## src/rtl/subtractor_operand_loader.sv

```systemverilog
// Operand loader for the 4-bit ones'-complement subtractor: synchronizes the
// board switches and buttons, debounces LOAD/CLEAR, and captures A then B on
// successive LOAD presses, flagging valid once a complete pair is held.

// Per-button conditioning: 2-flop synchronizer, debouncer, rising-edge pulse.
module subtractor_operand_loader_debounce #(
  parameter int unsigned DEBOUNCE_CYCLES = 16
) (
  input  logic clk,
  input  logic rst_n,
  input  logic btn_i,
  output logic press_o
);

  localparam int unsigned CNT_W = $clog2(DEBOUNCE_CYCLES) + 1;
  localparam logic [CNT_W-1:0] CNT_MAX = CNT_W'(DEBOUNCE_CYCLES - 1);

  logic             meta_q;
  logic             sync_q;
  logic             lvl_q, lvl_d;
  logic             lvl_prev_q;
  logic [CNT_W-1:0] cnt_q, cnt_d;
  logic             press_q, press_d;

  // Debounce counter: runs only while the synchronized input disagrees with
  // the accepted level; the level flips once the disagreement has lasted
  // DEBOUNCE_CYCLES consecutive cycles.
  always_comb begin
    lvl_d   = lvl_q;
    cnt_d   = '0;
    press_d = lvl_q & ~lvl_prev_q;
    if (sync_q != lvl_q) begin
      if (cnt_q == CNT_MAX) begin
        lvl_d = ~lvl_q;
        cnt_d = '0;
      end else begin
        cnt_d = cnt_q + CNT_W'(1);
      end
    end
  end

  // Synchronizer, accepted level, counter and registered press pulse.
  always_ff @(posedge clk or negedge rst_n) begin
    if (!rst_n) begin
      meta_q     <= 1'b0;
      sync_q     <= 1'b0;
      lvl_q      <= 1'b0;
      lvl_prev_q <= 1'b0;
      cnt_q      <= '0;
      press_q    <= 1'b0;
    end else begin
      meta_q     <= btn_i;
      sync_q     <= meta_q;
      lvl_q      <= lvl_d;
      lvl_prev_q <= lvl_q;
      cnt_q      <= cnt_d;
      press_q    <= press_d;
    end
  end

  assign press_o = press_q;

endmodule

// Top level: operand capture FSM driving the subtractor A/B inputs.
module subtractor_operand_loader #(
  parameter int unsigned WIDTH           = 4,
  parameter int unsigned DEBOUNCE_CYCLES = 16
) (
  input  logic             clk,
  input  logic             rst_n,
  input  logic [WIDTH-1:0] sw,
  input  logic             btn_load,
  input  logic             btn_clear,
  output logic [WIDTH-1:0] A,
  output logic [WIDTH-1:0] B,
  output logic             valid,
  output logic [1:0]       state
);

  typedef enum logic [1:0] {
    S_A    = 2'b00,
    S_B    = 2'b01,
    S_HOLD = 2'b10
  } state_e;

  logic [WIDTH-1:0] sw_meta_q;
  logic [WIDTH-1:0] sw_sync_q;
  logic             load_p;
  logic             clear_p;

  state_e           state_q, state_d;
  logic [WIDTH-1:0] a_q, a_d;
  logic [WIDTH-1:0] b_q, b_d;
  logic             valid_q, valid_d;

  // Two-flop synchronizer for the slide switches.
  always_ff @(posedge clk or negedge rst_n) begin
    if (!rst_n) begin
      sw_meta_q <= '0;
      sw_sync_q <= '0;
    end else begin
      sw_meta_q <= sw;
      sw_sync_q <= sw_meta_q;
    end
  end

  subtractor_operand_loader_debounce #(
    .DEBOUNCE_CYCLES(DEBOUNCE_CYCLES)
  ) u_load_db (
    .clk    (clk),
    .rst_n  (rst_n),
    .btn_i  (btn_load),
    .press_o(load_p)
  );

  subtractor_operand_loader_debounce #(
    .DEBOUNCE_CYCLES(DEBOUNCE_CYCLES)
  ) u_clear_db (
    .clk    (clk),
    .rst_n  (rst_n),
    .btn_i  (btn_clear),
    .press_o(clear_p)
  );

  // Next-state and operand capture; clear overrides a coincident load, and
  // the unused encoding recovers exactly like a clear.
  always_comb begin
    state_d = state_q;
    a_d     = a_q;
    b_d     = b_q;
    valid_d = valid_q;
    if (clear_p) begin
      state_d = S_A;
      a_d     = '0;
      b_d     = '0;
      valid_d = 1'b0;
    end else begin
      case (state_q)
        S_A: begin
          if (load_p) begin
            a_d     = sw_sync_q;
            state_d = S_B;
          end
        end
        S_B: begin
          if (load_p) begin
            b_d     = sw_sync_q;
            valid_d = 1'b1;
            state_d = S_HOLD;
          end
        end
        S_HOLD: begin
          // New pair starts; B keeps its old value until overwritten.
          if (load_p) begin
            a_d     = sw_sync_q;
            valid_d = 1'b0;
            state_d = S_B;
          end
        end
        default: begin
          state_d = S_A;
          a_d     = '0;
          b_d     = '0;
          valid_d = 1'b0;
        end
      endcase
    end
  end

  // FSM state and operand registers.
  always_ff @(posedge clk or negedge rst_n) begin
    if (!rst_n) begin
      state_q <= S_A;
      a_q     <= '0;
      b_q     <= '0;
      valid_q <= 1'b0;
    end else begin
      state_q <= state_d;
      a_q     <= a_d;
      b_q     <= b_d;
      valid_q <= valid_d;
    end
  end

  assign A     = a_q;
  assign B     = b_q;
  assign valid = valid_q;
  assign state = state_q;

endmodule

```

## config.mk

```make
export PLATFORM = sky130hd
export DESIGN_NAME = subtractor_operand_loader
export DESIGN_NICKNAME = d
export VERILOG_FILES = /design/src/rtl/subtractor_operand_loader.sv
export SDC_FILE = /design/constraint.sdc
export NUM_CORES = 1
export LEC_CHECK = 0
export ABC_AREA = 1
export CORE_MARGIN = 3
export CORE_UTILIZATION = 45
export CTS_CLUSTER_SIZE = 20
export DETAILED_ROUTE_END_ITERATION = 10
export GPL_ROUTABILITY_DRIVEN = 0
export MAX_ROUTING_LAYER = met4
export PLACE_DENSITY = 0.68
export SYNTH_ARGS = -nofsm -noshare
export SYNTH_HDL_FRONTEND = slang
export SYNTH_SLANG_ARGS = --single-unit
```

## constraint.sdc

```tcl
create_clock -name clk -period 2.6 [get_ports clk]
set_input_delay 0.65 -clock clk [delete_from_list [all_inputs] [get_ports clk]]
set_output_delay 0.65 -clock clk [all_outputs]
set_load 0.02 [all_outputs]
```

======== Word-level counts from Yosys, hierarchy flattened ========
Cells that the tools add are included.
cells by class
  add/sub/neg operators ................... 2
  multiply operators ...................... 0
  div/mod/pow operators ................... 0
  $lt $le $gt $ge ......................... 0
  equality and inequality tests ........... 12
  shifts and indexed selects .............. 0
  multiplexer cells ....................... 17
  bitwise operators ....................... 6
  reductions and logical operators ........ 8
operators by type and width
  kind                                                   number
  2-to-1 mux 5 bit                                       4
  one-hot mux 4 bit (2 select lines)                     2
  2-to-1 mux 4 bit                                       3
  adder 5 x 1 -> 5 bit, second input constant            2
  equality test 5 x 4 -> 1 bit, second input constant    2
  AND reduction 2 bit                                    5
  inequality test 3 x 1 -> 1 bit, second input constant  3
  2-to-1 mux 2 bit                                       3
  inequality test 2 x 1 -> 1 bit, second input constant  3
  inverter 1 bit                                         4
  one-hot mux 2 bit (2 select lines)                     1
  2-to-1 mux 1 bit                                       3
  one-hot mux 1 bit (3 select lines)                     1
  AND reduction 3 bit                                    1
  AND 1 bit                                              2
  equality test 2 x 1 -> 1 bit, second input constant    1
  equality test 2 bit, second input constant             1
  logical NOT 2 bit                                      1
  inequality test 1 bit                                  2
  OR reduction 2 bit                                     1
word-level totals
  flip-flop bits (word level) ............. 39
  latch bits .............................. 0
  RAM bits ................................ 0
  ROM bits ................................ 0
  bits of input ports ..................... 8
  word-level logic and storage cells ...... 63
  memories ................................ 0

======== Longest topological paths before layout ========
Gate-level depths: netlist of run 1.
  word-level depth ........................ 4
  gate-level depth with buffers ........... 6
  mapped depth without buffers ............ 6

======== Cells and area by module ========
A second synthesis of run 1 with hierarchy kept.
unflattened totals
  cell total of the unflattened synthesis .. 157
  area, all modules ....................... 1515.2 um2
modules (own cells, without submodules)
  module                              times used  cells each  area an instance (um2)
  subtractor_operand_loader_debounce  2           39          380.4
  subtractor_operand_loader           1           79          754.5

======== Worst setup path before layout of run 1 ========
OpenSTA, ideal clock, no wires.
  path type ............................... register to output
  start point ............................. reg state_q[0], in the netlist state[0]
  end point ............................... out state[0]
  arrival ................................. 0.478 ns
  slack ................................... 1.472 ns
  cell stages (with the launch flop) ...... 1
  buffers on the path ..................... 0
  path through ............................ dfrtp_1
RTL lines
  element                 RTL line  source
  start, declared         92        state_e state_q, state_d;
  start signal, assigned  179       state_q <= state_d;
  end, declared           78        output logic [1:0] state
No word-level cell between the ends.

======== Worst setup path after layout of run 1 ========
  start point ............................. reg state_q[0], in the netlist state[0]
  end point ............................... out state[0]
No word-level cell between the ends.

==> results.yml, run 1 <==
clocking:
  postCtsHoldBufs: 0
  cts-root-to-sink-buffers: 2
  cts_post_setup_buffers_inserted: 0
  cts_sinks: 39
  cts_root_buf: "sky130_fd_sc_hd__clkbuf_4"
  cts_resizes: 0
  cts_buffers: 5
  clk_transition_reported_paths_ps: 100
  clkLatencyLatePin_ps: 350
  tritoncts_clock_tree: "done"
  htree_levels: 2
sta:
  clock-skew-final_ps: 15.4
  timing_max_transition_violations_final: 0
  slew-limit-headroom_pct: 44.9
  worst_slew_pin_slew_ps: 827
  grt_setup_unrepaired: "false"
  final_period_minus_worst_setup_slack_ps: 2050
  achievable-frequency_mhz: 489
  totalNegativeSetupSlack_ps: 0
  fin_crit_sh_pct: 78.7
  finalSetupViolCount: 0
  timing_hold_violations_final: 0
setup_path:
  r2r_start: "u_clear_db.cnt_q[0]"
  crit_slowest_cell: "sky130_fd_sc_hd__clkdlybuf4s50_1"
  critical_path.max_stage_delay_ps: 630
  cp-end-kind: "output pin"
  critPathLaunchType: "register"
  setup.reg_to_reg.worst_slack_ps: 1430
  critical_path.n_buffers_inverters: 1
  critical_path_peak_fanout: 4
  setup.worst_path.class: "register to output pin"
  end_of_the_worst_register_to_register_path: "u_clear_db.cnt_q[3]"
  path_cells: "clkdlybuf4s50_1"
  path_delay_family: "buffers and inverters"
  rr_worst_depth: 6
  cp.required_ps: 1950
  cp.arrival_ps: 1400
logic_synthesis:
  synth.ff_latch_count: 39
  synth_area_um2: 1420
  synth_cells: 133
  synth.yosys.warnings: 0
  syn_avg_cell_area_um2: 10.7
  yosysUniqueCellTypes: 18
  syn_nets: 143
  ys_seq_area_share_pct: 68.7
global_routing:
  all_layer_global_routing_usage_pct: 13.7
  grt_overflow_total: 0
  grt_max_degree: 40
  grt_pass1_vias: 883
  grt_pass1_wl_um: 3880
  grt_antenna_before_repair: 0
detailed_routing:
  drt_drc_violations_left: 0
  detail-route-antenna-nets: 0
  drt-wirelength-per-cell_um: 11.1
  drt-initial-drc-count: 40
  drt-vias-per-instance: 4.55
  post_route_wl_um: 2240
  vias: 915
  drt-pass1-iter-count: 4
worst_hold_path:
  worstHoldPathCells: 0
  holdPathEnd: "u_clear_db.sync_q"
  launch_point_of_the_worst_hold_path: "u_clear_db.meta_q"
  worstHoldPathType: "register to register"
floorplanning:
  die_h_um: 62.2
  io-pin-count: 19
  design.core.area_um2: 2880
  dieWidth_um: 62.2
  row_count: 19
  die_ar_um2: 3870
  initial_core_utilization_pct: 49.4
final_layout:
  growth_of_design_area_from_synthesis_to_finish_pct: 20.1
  final_core_utilization_pct: 59.3
  fraction_of_layout_instances_using_a_drive_strength_above_1_pct: 11.3
  antenna-diode-count: 0
  final_nets: 168
outcome:
  status: "completed"
power_and_ir_drop:
  max-vdd-ir-drop_uv: 367
  power.static_leakage_nw: 0.853
  power_density_nw_per_um2: 578
run:
  drv.max_cap_violation_count: 0
place:
  port_buffers: 18
  hpwl_um: 1650
-- metrics by stage --
stage | setup WS [ps] | area [um2] | hold slack, ps | instances | power [W]
2_1_floorplan | 1470 | 1420 | 331 | 133 | 0.000666
3_3_place_gp | 950 | 1650 | 333 | 193 | 0.000694
3_5_place_dp | 931 | 1650 | 336 | 193 | 0.000698
4_1_cts | 529 | 1710 | 362 | 201 | 0.00100
5_1_grt | 497 | 1710 | 374 | 201 | 0.00104
6_report | 553 | 1710 | 358 | 201 | 0.000987
-- routing by layer --
layer | wire length (um) | vias up | global-route usage, %
met1 | 913 | 425 | 13.7
met2 | 1100 | 21 | 22.6
met3 | 170 | 7 | 5.95
li1 | - | 462 | -
met4 | 52 | 0 | 7.46
met5 | 0 | - | -
-- flip-flops by register name, indices dropped and copies added (netlist names), 2 cells and up --
signal	flops
sw_meta_q	4
u_load_db.cnt_q	5
state	2
u_clear_db.cnt_q	5
sw_sync_q	4
A	4
B	4
-- cells by family after synthesis --
| kind of cell | count (synthesis) | synth area share (%) |
|---|---|---|
| xor gates and xnor gates | 4 | 2.47 |
| adders and majority gates | 2 | 1.76 |
| AOI/OAI and AO/OA | 2 | 0.880 |
| buffers and inverters | 12 | 3.17 |
| DFF | 39 | 68.7 |
| and+or+nand+nor | 74 | 23.1 |
-- power breakdown --
part | switching [W] | total, W | leakage [nW] | internal, W
combinational | 0.0000270 | 0.0000468 | 0.314 | 0.0000198
sequential | 0.0000131 | 0.000637 | 0.512 | 0.000624
clock | 0.000200 | 0.000303 | 0.0272 | 0.000103
-- synthesized netlist by cell type (all sizes together) --
cell | instances | area share, %
nor2 | 15 | 4.8
ha | 2 | 1.8
nand3 | 10 | 3.9
dfrtp | 39 | 69
nand4 | 2 | 0.88
o21ai | 1 | 0.35
a21boi | 1 | 0.53
nand2 | 43 | 12
nor3 | 4 | 1.4
xnor2 | 2 | 1.2
xor2 | 2 | 1.2
inv | 12 | 3.2
-- area by class of cell --
type	count	area, um2
fillers	267	1170
flip-flops and latches	39	976
multi-input cells	82	400
repair buffers	18	175
well taps	42	52.6
inverters	12	45.0
clock buffers	5	37.5
clock inverters	3	20.0
-- placed cells by master, fill, tap and decap left out, types with 2 or more instances in the layout --
| master | instances |
|---|---|
| sky130_fd_sc_hd__nor3_1 | 4 |
| sky130_fd_sc_hd__nor2_1 | 12 |
| sky130_fd_sc_hd__nor2_2 | 2 |
| sky130_fd_sc_hd__clkinvlp_4 | 2 |
| sky130_fd_sc_hd__xnor2_1 | 2 |
| sky130_fd_sc_hd__clkbuf_4 | 5 |
| sky130_fd_sc_hd__clkdlybuf4s50_1 | 17 |
| sky130_fd_sc_hd__ha_1 | 2 |
| sky130_fd_sc_hd__inv_1 | 9 |
| sky130_fd_sc_hd__dfrtp_1 | 39 |
| sky130_fd_sc_hd__xor2_1 | 2 |
| sky130_fd_sc_hd__nand4_1 | 2 |
| sky130_fd_sc_hd__inv_2 | 3 |
| sky130_fd_sc_hd__nand3_1 | 9 |
| sky130_fd_sc_hd__nand2_1 | 41 |
-- worst max path at each step --
stage / startpoint / endpoint / slack, ps / cells past startpoint
6_report: state[0] / state[0] / 550 / 1
5_1_grt: state[1] / state[1] / 500 / 1
4_1_cts: state[0] / state[0] / 530 / 1
3_5_place_dp: state[0] / state[0] / 930 / 1
3_3_place_gp: state[0] / state[0] / 950 / 1
2_1_floorplan: state[0] / state[0] / 1470 / 0
No activity file was read; power rests on OpenSTA's default activity.
==> run 2, diff against run 1 <==
==> constraint.sdc (replaced) <==
create_clock -name clk -period 1.9 [get_ports clk]
set_input_delay 0.475 -clock clk [delete_from_list [all_inputs] [get_ports clk]]
set_output_delay 0.475 -clock clk [all_outputs]
set_load 0.02 [all_outputs]
==> run 2 against run 1 <==
  * Worst hold slack worse by 200 ps
  * Power up 37%
  * Critical path depth unchanged
  * Non-clock buffer count up 1
  * Die area unchanged
  * Global-route usage up 0.33 points
  * First-iteration DRC count down 30%
==> results.yml, run 2 (synthesis gave the netlist of run 1 again) <==
outcome:
  status: "completed"
sta:
  slew-limit-headroom_pct: 69.1
  final_period_minus_worst_setup_slack_ps: 1820
  totalNegativeSetupSlack_ps: 0
  fin_crit_sh_pct: 96.0
  timing_max_transition_violations_final: 0
  clock-skew-final_ps: 9.81
  timing_hold_violations_final: 0
  grt_setup_unrepaired: "false"
  achievable-frequency_mhz: 548
  finalSetupViolCount: 0
  worst_slew_pin_slew_ps: 464
floorplanning:
  design.core.area_um2: 2880
  io-pin-count: 19
  die_ar_um2: 3870
  die_h_um: 62.2
  initial_core_utilization_pct: 49.4
  row_count: 19
  dieWidth_um: 62.2
global_routing:
  grt_pass1_vias: 989
  all_layer_global_routing_usage_pct: 14.0
  grt_pass1_wl_um: 4050
  grt_antenna_before_repair: 0
  groute.layer.met2.usage_pct: 24.7
  grt_max_degree: 40
  gr-usage-met1_pct: 13.8
  grt_overflow_total: 0
  global_route.usage.met3_pct: 3.24
  gr-max-usage-layer: "met2"
final_layout:
  final_common_cell: "sky130_fd_sc_hd__nand2_1"
  num-fill-cells: 253
  fraction_of_layout_instances_using_a_drive_strength_above_1_pct: 11.9
  final_nets: 169
  growth_of_design_area_from_synthesis_to_finish_pct: 20.8
  seqCellArea_um2: 976
  most_frequent_cells_in_the_layout: "sky130_fd_sc_hd__nand2_1 (41), sky130_fd_sc_hd__dfrtp_1 (39), sky130_fd_sc_hd__clkdlybuf4s50_1 (16)"
  multi_input_area_um2: 400
  antenna-diode-count: 0
  layout_top_registers: "u_clear_db.cnt_q: 5 flops, u_load_db.cnt_q: 5 flops"
setup_path:
  path_cells: "clkdlybuf4s50_1"
  critical_path.n_buffers_inverters: 1
  rr_worst_depth: 6
  end_of_the_worst_register_to_register_path: "u_clear_db.cnt_q[3]"
  critical_path_peak_fanout: 4
  r2r_start: "u_clear_db.cnt_q[0]"
  setup.reg_to_reg.worst_slack_ps: 720
  setup.worst_path.class: "register to output pin"
  path_delay_family: "buffers and inverters"
  crit_slowest_cell: "sky130_fd_sc_hd__clkdlybuf4s50_1"
  cp-end-kind: "output pin"
  cp.arrival_ps: 1350
  cp.required_ps: 1420
  critPathLaunchType: "register"
  critical_path.max_stage_delay_ps: 620
power_and_ir_drop:
  internal_power_w: 0.00102
  power_switching_w: 0.000327
  clock_power_share_pct: 30.6
  max-vdd-ir-drop_uv: 517
  report.power.total_w: 0.00135
  power.static_leakage_nw: 0.876
  share_of_total_power_in_sequential_cells_pct: 64.6
  power_frac_comb_pct: 4.8
  power_density_nw_per_um2: 787
  switching_share_pct: 24.2
clocking:
  htree_levels: 2
  cts_sinks: 39
  cts_post_setup_buffers_inserted: 0
  clkLatencyLatePin_ps: 350
  cts_buffers: 5
  clk_transition_reported_paths_ps: 120
  postCtsHoldBufs: 0
  cts_root_buf: "sky130_fd_sc_hd__clkbuf_4"
  cts-root-to-sink-buffers: 2
  tritoncts_clock_tree: "done"
detailed_routing:
  drt_drc_violations_left: 0
  drt-wirelength-per-cell_um: 10.9
  detail-route-antenna-nets: 0
  post_route_wl_um: 2190
  drt-pass1-iter-count: 4
  drt-vias-per-instance: 4.69
  drt-initial-drc-count: 28
  vias: 947
place:
  port_buffers: 18
  hpwl_um: 1630
worst_hold_path:
  worstHoldPathType: "input pin to asynchronous set/reset pin"
run:
  drv.max_cap_violation_count: 0
## run 2: changes by cell type in the layout (fill, tap and decap cells not counted), sizes merged
cell           previous run  this run
buf                       1         2
clkdlybuf4s50            17        16
dlymetal6s2s              0         1
## run 2: layout make-up
type | instances | area share [%]
Inverter | 12 | 2.62
Timing Repair Buffer | 19 | 10.8
Clock inverter | 3 | 1.17
Tap cell | 42 | 3.06
Multi-Input combinational cell | 82 | 23.3
Sequential cell | 39 | 56.9
Clock buffer | 5 | 2.19
## run 2: layer usage
metal / share of wire, % / vias to the layer above
li1: - / 469
met1: 40 / 446
met2: 53 / 27
met3: 5.6 / 5
met4: 2.1 / 0
met5: 0 / -
## run 2: worst max path at each step
stage	from	endpoint	depth (start not counted)
2_1_floorplan	u_clear_db.cnt_q[0]	u_clear_db.cnt_q[0]	6
3_3_place_gp	state[0]	state[0]	1
3_5_place_dp	state[0]	state[0]	1
4_1_cts	state[0]	state[0]	1
5_1_grt	B[0]	B[0]	1
6_report	state[1]	state[1]	1
## run 2: power by group through the flow
stage          logic [W]  registers (W)  clock network [W]
4_1_cts        0.0000678       0.000872           0.000437
5_1_grt        0.0000754       0.000875           0.000470
6_report       0.0000649       0.000872           0.000414
3_5_place_dp   0.0000677       0.000888                  0
3_3_place_gp   0.0000649       0.000886                  0
2_1_floorplan  0.0000260       0.000886                  0
## run 2: repair_timing
action | in CTS | in global routing
gates resized for setup | 0 | 1
hold endpoints to repair | 0 | 0
endpoints found under the setup margin | 0 | 1
## run 2: per-stage QoR
step | hold slack [ps] | util, % | area [um2] | setup WS, ps | cells
after floorplan | 179 | - | 1420 | 860 | 133
after global placement | 333 | 57.6 | 1660 | 425 | 194
after detailed placement | 336 | 57.6 | 1660 | 406 | 194
after CTS | 152 | 59.6 | 1710 | 2.03 | 202
after global routing | 170 | 59.7 | 1720 | 14.9 | 202
final | 156 | 59.7 | 1720 | 75.1 | 202
==> run 3, diff against run 2 <==
--- a/config.mk
+++ b/config.mk
@@ -13,6 +13,7 @@
 export GPL_ROUTABILITY_DRIVEN = 0
 export MAX_ROUTING_LAYER = met4
 export PLACE_DENSITY = 0.68
+export SKIP_CTS_REPAIR_TIMING = 1
 export SYNTH_ARGS = -nofsm -noshare
 export SYNTH_HDL_FRONTEND = slang
 export SYNTH_SLANG_ARGS = --single-unit
==> results of run 3 <==
Same layout as run 2: the final DEF is identical, and so are final timing and power.
